<file path="src/rtl/div_unit.sv">
// div_unit: iterative radix-2 restoring divider with start/done handshake.
// Define DIV_SIGNED_EN to add the is_signed port and two's-complement fix-up.
`timescale 1ns/1ps
module div_unit #(
  parameter int WIDTH = 64
) (
  input  logic             clock,
  input  logic             reset,
  input  logic             start,
  input  logic [WIDTH-1:0] dividend,
  input  logic [WIDTH-1:0] divisor,
`ifdef DIV_SIGNED_EN
  input  logic             is_signed,
`endif
  output logic [WIDTH-1:0] quotient,
  output logic [WIDTH-1:0] remainder,
  output logic             done,
  output logic             busy
);

  localparam int CNT_W = $clog2(WIDTH);
  localparam logic [CNT_W-1:0] LAST_STEP = CNT_W'(WIDTH - 1);
  localparam logic [CNT_W-1:0] CNT_ONE   = CNT_W'(1'b1);
  localparam logic [WIDTH-1:0] ALL_ZERO  = {WIDTH{1'b0}};
  localparam logic [WIDTH-1:0] ALL_ONES  = {WIDTH{1'b1}};

  typedef enum logic [1:0] {
    IDLE = 2'd0,
    BUSY = 2'd1,
    DONE = 2'd2
  } state_t;

  state_t           state_r, state_s;
  logic [WIDTH-1:0] rem_r, dvd_r, dsr_r;
  logic [CNT_W-1:0] cnt_r;
  logic [WIDTH-1:0] quotient_r, remainder_r;
  logic             done_r, busy_r;

  logic             div0_s;
  logic [WIDTH-1:0] dvd_mag_s, dsr_mag_s;
  logic [WIDTH:0]   shift_s, diff_s;
  logic [WIDTH-1:0] rem_nx_s, dvd_nx_s;
  logic             q_bit_s;
  logic [WIDTH-1:0] q_fix_s, r_fix_s;

  assign div0_s = (divisor == ALL_ZERO);

`ifdef DIV_SIGNED_EN
  logic dvd_neg_s, dsr_neg_s;
  logic neg_q_r, neg_rm_r;

  assign dvd_neg_s = is_signed & dividend[WIDTH-1];
  assign dsr_neg_s = is_signed & divisor[WIDTH-1];
  assign dvd_mag_s = dvd_neg_s ? -dividend : dividend;
  assign dsr_mag_s = dsr_neg_s ? -divisor : divisor;
  // Quotient sign follows the operand sign mismatch; remainder follows the dividend.
  assign q_fix_s   = neg_q_r ? -dvd_nx_s : dvd_nx_s;
  assign r_fix_s   = neg_rm_r ? -rem_nx_s : rem_nx_s;

  // Sign flags captured with the operands on acceptance
  always_ff @(posedge clock or negedge reset) begin
    if (!reset) begin
      neg_q_r  <= 1'b0;
      neg_rm_r <= 1'b0;
    end else if (start && (state_r != BUSY) && !div0_s) begin
      neg_q_r  <= dvd_neg_s ^ dsr_neg_s;
      neg_rm_r <= dvd_neg_s;
    end
  end
`else
  assign dvd_mag_s = dividend;
  assign dsr_mag_s = divisor;
  assign q_fix_s   = dvd_nx_s;
  assign r_fix_s   = rem_nx_s;
`endif

  // One restoring step; the borrow out of the WIDTH+1-bit subtract decides the quotient bit
  always_comb begin
    shift_s = {rem_r, dvd_r[WIDTH-1]};
    diff_s  = shift_s - {1'b0, dsr_r};
    if (!diff_s[WIDTH]) begin
      rem_nx_s = diff_s[WIDTH-1:0];
      q_bit_s  = 1'b1;
    end else begin
      rem_nx_s = shift_s[WIDTH-1:0];
      q_bit_s  = 1'b0;
    end
    dvd_nx_s = {dvd_r[WIDTH-2:0], q_bit_s};
  end

  // Next-state logic
  always_comb begin
    state_s = state_r;
    case (state_r)
      IDLE, DONE: begin
        if (start) begin
          state_s = div0_s ? DONE : BUSY;
        end else begin
          state_s = IDLE;
        end
      end
      BUSY: begin
        if (cnt_r == LAST_STEP) begin
          state_s = DONE;
        end else begin
          state_s = BUSY;
        end
      end
      default: state_s = IDLE;
    endcase
  end

  // State register and registered status flags
  always_ff @(posedge clock or negedge reset) begin
    if (!reset) begin
      state_r <= IDLE;
      done_r  <= 1'b0;
      busy_r  <= 1'b0;
    end else begin
      state_r <= state_s;
      done_r  <= (state_s == DONE);
      busy_r  <= (state_s == BUSY);
    end
  end

  // Datapath: operand capture, shift/subtract iteration and result registers
  always_ff @(posedge clock or negedge reset) begin
    if (!reset) begin
      rem_r       <= ALL_ZERO;
      dvd_r       <= ALL_ZERO;
      dsr_r       <= ALL_ZERO;
      cnt_r       <= {CNT_W{1'b0}};
      quotient_r  <= ALL_ZERO;
      remainder_r <= ALL_ZERO;
    end else begin
      case (state_r)
        IDLE, DONE: begin
          if (start && !div0_s) begin
            rem_r <= ALL_ZERO;
            dvd_r <= dvd_mag_s;
            dsr_r <= dsr_mag_s;
            cnt_r <= {CNT_W{1'b0}};
          end else if (start) begin
            quotient_r  <= ALL_ONES;
            remainder_r <= dividend;
          end
        end
        BUSY: begin
          rem_r <= rem_nx_s;
          dvd_r <= dvd_nx_s;
          cnt_r <= cnt_r + CNT_ONE;
          if (cnt_r == LAST_STEP) begin
            quotient_r  <= q_fix_s;
            remainder_r <= r_fix_s;
          end
        end
        default: begin
          cnt_r <= {CNT_W{1'b0}};
        end
      endcase
    end
  end

  assign quotient  = quotient_r;
  assign remainder = remainder_r;
  assign done      = done_r;
  assign busy      = busy_r;

endmodule
</file>
<file path="config.mk">
export PLATFORM = sky130hd
export DESIGN_NAME = div_unit
export DESIGN_NICKNAME = d
export VERILOG_FILES = /design/src/rtl/div_unit.sv
export SDC_FILE = /design/constraint.sdc
export NUM_CORES = 1
export LEC_CHECK = 0
export CAP_MARGIN = 20
export CORE_ASPECT_RATIO = 0.7
export CORE_MARGIN = 4
export CORE_UTILIZATION = 43
export CTS_CLUSTER_SIZE = 40
export DETAILED_ROUTE_END_ITERATION = 8
export HOLD_SLACK_MARGIN = 0.06
export MAX_ROUTING_LAYER = met4
export PLACE_DENSITY = 0.76
export REMOVE_ABC_BUFFERS = 1
export SYNTH_ARGS = -nofsm -noshare
export SYNTH_HDL_FRONTEND = slang
export SYNTH_SLANG_ARGS = --single-unit
</file>
<file path="constraint.sdc">
create_clock -name clock -period 3.1 [get_ports clock]
set_input_delay 0.62 -clock clock [delete_from_list [all_inputs] [get_ports clock]]
set_output_delay 0.62 -clock clock [all_outputs]
set_load 0.005 [all_outputs]
</file>
== Word level (Yosys, flattened, before mapping) ==
Index checks and enable logic that the tools add are counted.
Storage, ports and cells
  register bits: 330
  logic and storage cells: 49
  output and inout port bits: 130
  input port bits: 131
Operators by class
  $add $sub $neg: 2
  multiplexer cells: 20
  eq/ne operators: 9
  reductions and logical operators: 9
Operators by type and width (count)
  $mux 64: 9
  $pmux 64 s2: 4
  $sub 65x64->65: 1
  $logic_not 64->1: 1
  $pmux 6 s2: 1
  $ne 2x2->1 const B: 4
  $add 6x1->6 const B: 1
  $eq 6x6->1 const B: 1
  $mux 2: 3
  $mux 6: 1
  $eq 2x1->1 const B: 2
  $eq 2x2->1 const B: 2
  $pmux 2 s2: 1
  $reduce_and 2->1: 2
  $reduce_and 4->1: 1
  $logic_not 2->1: 1
  $reduce_bool 2->1: 1
  $reduce_or 2->1: 1
  $logic_and 1x1->1: 1
  $logic_not 1->1: 1
  $mux 1: 1

== Logic depth before layout (Yosys ltp) ==
  word-level depth: 5
  depth in mapped cells: 15
  gate-level depth less buffers: 13

== Worst setup path after synthesis ==
OpenSTA, ideal clock, no wires.
  path kind: reg2reg
  start point: register dvd_r[63]
  end point: register remainder_r[42], in the netlist remainder[42]
  data arrival time: 2.923 ns
  path slack: 0.040 ns
  period minus slack after synthesis: 3.060 ns
  buffers on the path: 2
  library setup time: 0.137 ns
  stages on the path, launching flop included: 15
  required time: 2.963 ns
  cell sequence: dfrtp_1 inv_1 ha_1 fa_1 nand2b_1 a21oi_1 o21ai_1 o21ai_2 a31oi_2 o31a_1 o211ai_2 buf_4 buf_4 mux2i_1 a21oi_1
Between the ends
  longest elaborated chain between the ends: 4
Ends and longest elaborated chain
  start: declaration: line 34  | logic [WIDTH-1:0] rem_r, dvd_r, dsr_r;
  start signal: assignment: line 140  | dvd_r <= dvd_mag_s;
  start signal: assignment: line 150  | dvd_r <= dvd_nx_s;
  $sub 65x64->65: line 80  | diff_s = shift_s - {1'b0, dsr_r};
  $mux 64: line 81  | if (!diff_s[WIDTH]) begin
  $mux 64: line 152  | if (cnt_r == LAST_STEP) begin
  $pmux 64 s2: line 136  | case (state_r)
  end signal: assignment: line 145  | remainder_r <= dividend;
  end signal: assignment: line 154  | remainder_r <= r_fix_s;
  end: declaration: line 36  | logic [WIDTH-1:0] quotient_r, remainder_r;
Every way passes these cells. The select of a mux whose other input is x is not followed.
A chain may end at the register's enable or synchronous reset.

== Worst setup path after layout ==
  start point: register rem_r[3]
  end point: register remainder_r[61], in the netlist remainder[61]
Between the ends
  longest elaborated chain between the ends: 4
Ends and longest elaborated chain
  start: declaration: line 34
  start signal: assignment: line 149  | rem_r <= rem_nx_s;
  $sub 65x64->65: line 80
  $mux 64: line 81
  $mux 64: line 152
  $pmux 64 s2: line 136
Every way passes these cells. The select of a mux whose other input is x is not followed.

==> run metrics <==
outcome complete, but fails checks; failing checks negative setup slack; register area share after synthesis 46.0%; cts hold-fix bufs 0; Final Core Density 63.6%; vias in the first global route about 18000; #FFs+latches synth 330; achievable frequency 314 MHz; Placed Cells about 3000; CTS buffer count 35; Power Dens Cells about 900 nW/um^2; Arrival @ worst endpoint between 3 and 4 ns; design area ~26000 sq um; Max-Cap Viols 0; Critical Path Start Type flop; Post-Synth Adder-Cell Area between 4 and 5%; mux cell area share after synthesis under 10%; full die area roughly 45000 sq um; initial antenna violation count 1; Post-Synth Simple-Gate Area around 17%; initial core utilization a little over two fifths; P_leak between 10 and 15 nW; period utilization 103%; synthesized area about 18000 sq um; # DRC 0; Clock Skew about 0.027 ns; PnR worst setup slack -0.0844 ns; initial detailed-routing violation count between 1500 and 2000; max-slew violations 0; compound-gate portion of the synthesized area between 20% and 30%; H-tree depth 2; syn_area_per_cell about 8.8 sq um; Final Setup Violations 48; I/O pin cnt 261; Tot GR Track Use approximately 29%; Vias 17700; Row Count 62; CTS Sinks 330; Synth Area in XOR/XNOR roughly 3.0%; most common cell after layout, fill and taps aside dfrtp_1; Distinct cells, synth between 70 and 80; yosys warns 0; Root Buffer clkbuf_16; clock slew at reported path FFs approximately 0.060 ns; final hold slack around 0.15 ns; cell count after synthesis approximately 2100; Least-Margin Pin Slew between 0.8 and 0.9 ns; Slew HR about 45%; top cells by area, synth dfrtp_1 46%, nand2_1 6.4%, o21ai_0 5.7%, a21oi_1 4.8%, ha_1 4.5%; Port Buf Inserts 260; Die Wd 252 microns; GP Congestion between 0.9 and 1; crit end category flop; via/cell ratio ~5.7; most frequent cells in the layout 329 x dfrtp_1, 307 x buf_4, 301 x nand2_1; first-pass detailed-route iteration total 6; Bufs on Longest Clock Path 3; hpwl dp around 46000 microns; share of the synthesized area in the top cell type a little under half; Layout Cells excl Fill roughly 3100; Synth-to-Final Area Change 45.5%; worst hold-check path type input pin to asynchronous set/reset pin; Worst Path Max Fanout 3; EDFF count, synth 0; core area between 40000 and 50000 sq um; GR Overflow Total 0; CP Class flop to flop; ys flop type dfrtp_1; first-pass GRT wire length between 100000 and 150000 microns; maximum vdd drop between 0.5 and 0.6 mV; Final min period between 3 and 4 ns; pre-CTS setup slack -0.525 ns; unrepaired setup endpoints after global routing yes; routed wire length 64500 microns; CTS tree built; post-synth top area cell dfrtp_1; Fin. Hold Viols 0; Die Y ~180 microns; drt wl/cell 20.6 microns; worst skew pair latency ~0.54 ns; Required @ worst endpoint 3.49 ns; share of post-route cells with drive strength above 1 approximately a quarter; combinational family with the most area after synthesis compound AO/OA/AOI/OAI gates; Placed Area between 20000 and 25000 sq um; Layout Nets 2755; DRT antenna net count 0; largest net degree at the start of global routing 165; ys async rst share 100%
critical path: stages (launching register included):
cell	delay, ns
dfrtp_1	0.42
ha_4	0.26
and2_4	0.17
a221oi_4	0.28
a211oi_2	0.14
or4b_4	0.59
a21boi_4	0.22
o211ai_1	0.15
buf_4	0.17
a211oi_2	0.24
xnor2_1	0.10
mux2i_2	0.20
a21oi_1	0.10
cell families (layout without fill, tap and decap cells):
group,Yosys count,count (layout)
simple gates,680,680
compound gates,669,669
flops,330,330
buf+inv,228,759
fa+ha+maj,66,66
xor+xnor,61,61
mux,18,18
other cells,0,1
area by class of cell:
class	instances	area, sq um
Antenna cell	1	2.50
Multi-Input combinational cell	1494	9960
Inverter	87	329
Clock buffer	50	1050
Timing Repair Buffer	610	5740
Clock inverter	12	96.3
Tap cell	544	681
Sequential cell	330	8260
Fill cell	3329	15000
per-stage QoR:
stage | setup TNS, ns | power (mW)
2_1_floorplan | -1790.21 | 11.5
3_3_place_gp | -127.25 | 16.6
3_5_place_dp | -113.14 | 16.7
4_1_cts | -3.50 | 22.4
5_1_grt | -12.45 | 24.9
6_report | -1.35 | 23.6
cells in the mapped netlist, drive strengths merged, types with 26 or more instances:
cell type / n
inv: 87
o22a: 67
xnor2: 35
xor2: 26
and3: 45
nand3: 59
clkbuf: 109
a21o: 39
a31oi: 77
o21ai: 225
nand2: 306
nor2: 155
a21oi: 175
dfrtp: 330
buf: 32
ha: 65
worst paths after layout:
path	startpoint	to	slack [ns]	cells past startpoint
worst max-delay path	rem_r[3]	remainder[61]	-0.08	12
worst min-delay path	reset	remainder[26]	0.15	1
worst max register to register	rem_r[3]	remainder[61]	-0.08	12
worst min register to register	quotient[20]	quotient[20]	0.49	1
max in group asynchronous	reset	quotient[37]	2.13	2
min in group clock	quotient[20]	quotient[20]	0.49	1
power by group:
group | total, mW | internal [mW] | leakage [nW] | switching [mW]
sequential | 6.38 | 5.50 | 4.00 | 0.881
clock | 4.28 | 2.46 | 0.578 | 1.82
combinational | 12.9 | 6.54 | 7.05 | 6.38
sequential cells by signal (all words and copies together), names as in the netlist, 2 cells and up:
| name | cells |
|---|---|
| quotient | 64 |
| dvd_r | 64 |
| dsr_r | 64 |
| remainder | 64 |
| state_r | 2 |
| rem_r | 64 |
| cnt_r | 6 |
routing by layer:
metal,global-route usage [%],wire (microns),vias to the layer above
li1,-,-,8279
met1,41.2,30100,8736
met2,43.1,28600,644
met3,4.31,4350,89
met4,6.59,1480,0
met5,-,0,-
what timing repair did:
item / 4_1_cts / 5_1_grt
buffers inserted: 17 / 13
pin swaps: 39 / 37
resized for setup: 128 / 163
setup endpoints to repair: 130 / 186
gates cloned: 4 / 1
Note: power is estimated with default switching activity, not from simulation.
